File: config.mk
export PLATFORM = sky130hd
export DESIGN_NAME = dac_8bit_tx
export DESIGN_NICKNAME = d
export VERILOG_FILES = /design/src/rtl/dac_pkg.sv /design/src/rtl/sclk_tick_gen.sv /design/src/rtl/dac_8bit_tx.sv
export SDC_FILE = /design/constraint.sdc
export NUM_CORES = 1
export LEC_CHECK = 0
export CORE_MARGIN = 4
export CORE_UTILIZATION = 40
export CTS_CLUSTER_SIZE = 30
export DETAILED_ROUTE_END_ITERATION = 8
export GPL_ROUTABILITY_DRIVEN = 0
export SLEW_MARGIN = 20
export SYNTH_ARGS = -nofsm -noshare
export SYNTH_HDL_FRONTEND = slang
export SYNTH_HIERARCHICAL = 1
export SYNTH_SLANG_ARGS = --single-unit
File: constraint.sdc
create_clock -name clk_in -period 4.85 [get_ports clk_in]
set_clock_uncertainty 0.05 [all_clocks]
set_input_delay 0.485 -clock clk_in [delete_from_list [all_inputs] [get_ports clk_in]]
set_output_delay 0.485 -clock clk_in [all_outputs]
set_load 0.02 [all_outputs]
File: src/rtl/dac_pkg.sv
// Shared constants for the DAC081S101-style serial transmitter: power-down codes, frame layout, FSM encodings.
// Latency: n/a (declarations only).
// Backpressure: n/a.
package dac_pkg;

  // Power-down field values carried in the frame
  localparam logic [1:0] PD_NORMAL = 2'b00;
  localparam logic [1:0] PD_1K     = 2'b01;
  localparam logic [1:0] PD_100K   = 2'b10;
  localparam logic [1:0] PD_HIZ    = 2'b11;

  // Frame layout: {2'b00, pd[1:0], data[7:0], 4'b0000}, bit 15 first on the wire
  localparam int FRAME_BITS = 16;
  localparam int PD_MSB     = 13;
  localparam int PD_LSB     = 12;
  localparam int DATA_MSB   = 11;
  localparam int DATA_LSB   = 4;

  // Transmitter FSM encodings
  localparam logic [1:0] ST_IDLE  = 2'd0;
  localparam logic [1:0] ST_SHIFT = 2'd1;
  localparam logic [1:0] ST_GAP   = 2'd2;

  // Assemble the 16-bit word the DAC expects from a code and a power-down mode
  function automatic logic [FRAME_BITS-1:0] build_frame(input logic [7:0] code,
                                                         input logic [1:0] pd);
    logic [FRAME_BITS-1:0] w;
    w = '0;
    w[PD_MSB:PD_LSB]     = pd;
    w[DATA_MSB:DATA_LSB] = code;
    return w;
  endfunction

endpackage

File: src/rtl/sclk_tick_gen.sv
// Clock-enable tick generator: pulses tick for one clk_in cycle every CLK_DIV enabled cycles.
// Latency: first tick CLK_DIV cycles after enable rises from a cleared count.
// Backpressure: none; count freezes while en is low, clr forces it back to zero.
module sclk_tick_gen #(
  parameter int CLK_DIV = 12
) (
  input  logic clk_in,
  input  logic rst_n_in,
  input  logic en,
  input  logic clr,
  output logic tick
);

  localparam logic [7:0] CNT_LAST = 8'(CLK_DIV - 1);

  logic [7:0] div_cnt;

  // Free-running modulo-CLK_DIV counter, gated by en and reset by clr
  always_ff @(posedge clk_in or negedge rst_n_in) begin
    if (!rst_n_in) begin
      div_cnt <= 8'd0;
    end else if (clr) begin
      div_cnt <= 8'd0;
    end else if (en) begin
      if (div_cnt == CNT_LAST) div_cnt <= 8'd0;
      else                     div_cnt <= div_cnt + 8'd1;
    end
  end

  assign tick = en && (div_cnt == CNT_LAST);

endmodule

File: src/rtl/dac_8bit_tx.sv
// Serial transmitter for an 8-bit SPI-style DAC: one 16-bit MSB-first frame per accepted request.
// Latency: done pulses 1 + (32+GAP_HALVES)*CLK_DIV cycles after acceptance.
// Backpressure: wr_ready low from acceptance until done; requests meanwhile are ignored, not queued.
module dac_8bit_tx
  import dac_pkg::*;
#(
  parameter int CLK_DIV    = 12,
  parameter int GAP_HALVES = 2
) (
  input  logic       clk_in,
  input  logic       rst_n_in,
  input  logic       wr_valid,
  input  logic [7:0] wr_data,
  input  logic [1:0] pd_mode,
  output logic       wr_ready,
  output logic       done,
  output logic       dac_sclk,
  output logic       dac_syncn,
  output logic       dac_din
);

  localparam logic [7:0] GAP_LAST = 8'(GAP_HALVES - 1);
  localparam logic [3:0] BIT_LAST = 4'(FRAME_BITS - 1);

  logic [1:0]            state;
  logic [FRAME_BITS-1:0] shreg;
  logic [FRAME_BITS-1:0] frame_word;
  logic [3:0]            bit_cnt;
  logic [7:0]            gap_cnt;
  logic                  last;
  logic                  tick;
  logic                  div_en;
  logic                  div_clr;

  assign frame_word = build_frame(wr_data, pd_mode);
  // Divider only runs while a frame or its trailing gap is in progress; IDLE holds it at zero
  // so each frame starts from a fresh half-period. SHIFT->GAP and GAP->IDLE happen on a tick,
  // where the counter wraps to zero anyway.
  assign div_en  = (state == ST_SHIFT) || (state == ST_GAP);
  assign div_clr = (state == ST_IDLE);

  sclk_tick_gen #(
    .CLK_DIV (CLK_DIV)
  ) u_tick (
    .clk_in   (clk_in),
    .rst_n_in (rst_n_in),
    .en       (div_en),
    .clr      (div_clr),
    .tick     (tick)
  );

  // Frame sequencer: load on accept, toggle SCLK per tick, advance data on rising SCLK only
  always_ff @(posedge clk_in or negedge rst_n_in) begin
    if (!rst_n_in) begin
      state     <= ST_IDLE;
      wr_ready  <= 1'b1;
      done      <= 1'b0;
      dac_sclk  <= 1'b1;
      dac_syncn <= 1'b1;
      dac_din   <= 1'b0;
      shreg     <= '0;
      bit_cnt   <= 4'd0;
      gap_cnt   <= 8'd0;
      last      <= 1'b0;
    end else begin
      done <= 1'b0;
      case (state)
        ST_IDLE: begin
          if (wr_valid && wr_ready) begin
            shreg     <= frame_word;
            dac_syncn <= 1'b0;
            dac_din   <= frame_word[FRAME_BITS-1];
            bit_cnt   <= 4'd0;
            last      <= 1'b0;
            wr_ready  <= 1'b0;
            state     <= ST_SHIFT;
          end
        end
        ST_SHIFT: begin
          if (tick) begin
            if (dac_sclk) begin
              // Falling edge: DAC samples the bit currently on dac_din
              dac_sclk <= 1'b0;
              if (bit_cnt == BIT_LAST) last <= 1'b1;
            end else begin
              dac_sclk <= 1'b1;
              if (last) begin
                dac_syncn <= 1'b1;
                dac_din   <= 1'b0;
                gap_cnt   <= 8'd0;
                state     <= ST_GAP;
              end else begin
                shreg   <= shreg << 1;
                dac_din <= shreg[FRAME_BITS-2];
                bit_cnt <= bit_cnt + 4'd1;
              end
            end
          end
        end
        ST_GAP: begin
          if (tick) begin
            if (gap_cnt == GAP_LAST) begin
              done     <= 1'b1;
              wr_ready <= 1'b1;
              state    <= ST_IDLE;
            end else begin
              gap_cnt <= gap_cnt + 8'd1;
            end
          end
        end
        default: begin
          state <= ST_IDLE;
        end
      endcase
    end
  end

endmodule

==> results.txt <==
----------------------------------------------------
[Run status]
  Run status ... finished, final reports clean

[Critical path]
  Stage delay of the slowest cell on the critical path ... 710 ps
  Worst flop-to-flop path startpoint ... state[0]$_DFFE_PN0P_
  Arrival time worst endpoint ... roughly 3200 ps
  R2R Path End ... gap_cnt[5]$_DFFE_PN0P_
  Total buffers and inverters traversed by the critical path ... 2
  FF-to-FF setup slack ... around 1800 ps
  Cell with the largest stage delay on the worst path ... nor3_1
  Number of cells on the worst reg-to-reg path ... 7
  Kind of start point of the critical path ... flop
  Cell repeated most along the worst path ... inv_1
  Worst-path fanout max ... 13
  Series of cell instances along the critical path ... inv_1 -> ha_1 -> inv_1 -> nor3_1 -> o21ai_1 -> or3_1 -> o311ai_1
  Largest delay share family, worst path ... simple AND/OR/NAND/NOR gates
  Worst path required time ... between 4000 and 5000 ps
  Critical path class ... flop to flop
  Critical path endpoint category ... flop

[Drt]
  Met3 WL post-DR ... roughly 130 um
  Number of nets still failing antenna checks after routing ... 0
  Number of vias per cell ... 5.36
  Met2 Routed Length ... about 1600 um
  Detailed-routing iteration count for the pre-antenna-repair pass ... 4
  Met1 Wirelength ... just under 2000 um
  Vias after detailed routing ... ~1.6k
  Final routed wirelength across all metal layers ... ~3800 um
  DRC errors left ... 0
  Top routing layer in use ... met4
  Wire length per cell after detailed routing ... 12.5 um
  Iter 0 DRT Violations ... 104

[Logic synthesis]
  Synth unique cells ... between 50 and 60
  Leading cell types by total area after synthesis ... dfrtp_1 (43%), nand2_1 (5.9%), ha_1 (4.8%), o21ai_0 (4.5%), mux2i_1 (4.3%)
  Post-synthesis instance area ... 2100 um^2
  Fraction of the mapped netlist area in adder cells ... ~4.8%
  Asr flop ratio synth ... between 90% and 100%
  Synth Area in XOR/XNOR ... about 1.3%
  Flip-flop and latch count after synthesis ... 39
  Area fraction of the dominant cell type after synthesis ... roughly 43%
  Synthesis Warnings ... 6
  Synth Area in Simple Gates ... 20.4%
  Sequential-to-total area share from yosys stat ... a little under half
  Largest family of logic cells by synthesized area ... simple AND/OR/NAND/NOR gates
  Compound-Gate Fraction of Synth Area ... 19.7%
  Cell count after synthesis ... between 200 and 250
  Number of synthesized flops with an enable pin ... 0
  Mean cell area of the mapped netlist ... approximately 10 um^2
  Number of nets produced by synthesis ... 237
  Biggest area consumer among synthesized cells ... dfrtp_1
  Most frequently used flop master after synthesis ... dfrtp_1
  Proportion of synthesized area in mux cells ... 4.29%

[Global route]
  Number of antenna violations at the first check in global routing ... 0
  Number of global-route vias before repair ... between 1.5k and 2k
  Overflow left after global routing ... 0
  Maximum number of pins on one net before global-route repair ... 40
  Combined global-route utilization of all metal layers ... 13.5%
  First-pass GRT wire length ... about 6900 um

[STA]
  Worst hold slack ... around 250 ps
  Actual slew at the worst max-slew pin ... ~960 ps
  Final hold violation count ... 0
  Fin Setup TNS ... 0 ps
  Slew Limit Fails ... 0
  Achievable clock frequency ... 0.328 GHz
  Setup violators final ... 0
  Share of the cycle needed by the critical path after routing ... 62.9%
  Setup repair after global routing missed its margin ... false
  Headroom to the max-slew limit ... approximately 36%
  Clock period minus worst slack ... slightly above 3000 ps

[Floorplanning]
  Area of the core region ... between 5000 and 6000 um^2
  Starting utilization of the core area ... 41.1%
  Height of the chip ... approximately 80 um
  Die boundary width ... around 80 um
  Rows ... 26
  Die area ... 6470 um^2
  Ports ... 18

[Pwr]
  Worst vdd rail ir drop ... just under 0.0001 V
  Power, Total ... between 500 and 600 uW
  Lkg Pwr ... roughly 0.00094 uW
  Total power density per cell area ... between 200 and 250 nW/um^2

[Clock tree]
  TritonCTS Buffers ... 5
  Number of buffers added to fix hold violations after cts ... 0
  Clock tree from TritonCTS ... done
  Clock root buffer ... clkbuf_8
  H-tree depth reported by CTS ... 2
  # resized after CTS ... 0
  Clock insertion delay at the later pin of the skew report ... a little under 300 ps
  Setup Buffers After CTS ... 0
  Number of sinks handled by clock tree synthesis ... 39
  Maximum root-to-sink buffer count ... 2
  Clock transition at path regs ... 70 ps

[Layout]
  Proportion of layout cells with a drive suffix above 1 ... about 7%
  Final net count ... 254
  Diodes inserted ... 0
  Final core occ ... 47.0%
  Area overhead of the layout relative to synthesis ... 14.2%

[Place]
  Count of buffers from port buffering ... 17
  DP Wirelength ... around 2700 um

[Flow run]
  Max capacitance violation total ... 0

[Min path]
  Path type of the worst min-delay path ... input pin to async pin

----------------------------------------------------
[cell families after synthesis]
logic type | Yosys count
xor gates and xnor gates | 3
and+or+nand+nor | 82
AOI/OAI and AO/OA | 62
adders and majority gates | 8
buffers and inverters | 13
DFF | 39
muxes | 9
[per-layer routing]
| metal | vias up | GRT usage, % |
|---|---|---|
| met5 | - | 0 |
| met4 | 0 | 5.57 |
| met3 | 7 | 3.70 |
| met2 | 24 | 19.5 |
| met1 | 773 | 18.9 |
| li1 | 826 | - |
[cells in the mapped netlist, drive strengths merged (2+ instances only)]
cell and count:
nand4bb 2, nor2b 4, nand2 33, or3 6
and3b 2, ha 8, a21oi 16, nand4 2
o2111ai 2, o31ai 3, nand2b 3, dfstp 3
xor2 2, and3 2, o311ai 2, dfrtp 36
mux2i 9, buf 6, nand3 5, a22o 2
nor2 11, inv 6, o211ai 3, nor3 2
o21ai 20, nor4 2, nand3b 4
[sequential cells by signal, indices dropped and copies added, names as in the netlist]
| register | cells |
|---|---|
| last | 1 |
| done | 1 |
| dac_syncn | 1 |
| gap_cnt | 8 |
| shreg | 11 |
| dac_din | 1 |
| dac_sclk | 1 |
| state | 2 |
| bit_cnt | 4 |
| wr_ready | 1 |
| u_tick/div_cnt | 8 |
[report_power, final]
group	internal (uW)	total [uW]	switching, uW
sequential	329	331	1.79
clock	100	211	111
combinational	10.6	20.4	9.77
total	440	563	123
[layout by cell type, fill, tap and decap left out, types with 3 or more instances in the layout]
master / instances
clkbuf_8: 5
nand2b_1: 3
clkdlybuf4s50_1: 16
mux2i_1: 9
o21ai_0: 19
nand3_1: 5
inv_1: 6
a21oi_1: 16
nor2b_1: 4
nand3b_1: 4
ha_1: 8
or3_1: 5
nand2_1: 33
nor2_1: 11
dfstp_2: 3
o211ai_1: 3
dfrtp_1: 36
[worst max-delay path by stage]
stage | cells past startpoint | startpoint | to | slack, ps
3_3_place_gp | 8 | state[0]$_DFFE_PN0P_ | bit_cnt[3]$_DFFE_PN0P_ | 1980
3_5_place_dp | 7 | state[0]$_DFFE_PN0P_ | gap_cnt[5]$_DFFE_PN0P_ | 1840
6_report | 7 | state[0]$_DFFE_PN0P_ | gap_cnt[5]$_DFFE_PN0P_ | 1800
4_1_cts | 7 | state[0]$_DFFE_PN0P_ | gap_cnt[5]$_DFFE_PN0P_ | 1790
2_1_floorplan | 9 | state[0]$_DFFE_PN0P_ | bit_cnt[3]$_DFFE_PN0P_ | 2450
5_1_grt | 8 | state[0]$_DFFE_PN0P_ | bit_cnt[3]$_DFFE_PN0P_ | 1560
[worst register-to-register path, cell delays in order (launching register included)]
cell      delay, ps
dfrtp_1         380
inv_1            70
ha_1            380
inv_1           150
nor3_1          710
o21ai_1         520
or3_1           480
o311ai_1        220
[per-stage QoR]
step,area [um^2],std cells,worst slack [ps]
2_1_floorplan,2100,216,2450
4_1_cts,2400,304,1790
3_3_place_gp,2310,296,1980
5_1_grt,2400,304,1560
3_5_place_dp,2310,296,1840
6_report,2400,304,1800
[final cells by class]
type,instances,area [um^2]
Inverter,6,22.5
Tap cell,70,87.6
Clock buffer,6,72.6
Sequential cell,39,980
Clock inverter,2,12.5
Fill cell,508,2710
Timing Repair Buffer,17,165
Multi-Input combinational cell,164,1060
(Power assumes the default switching activity.)
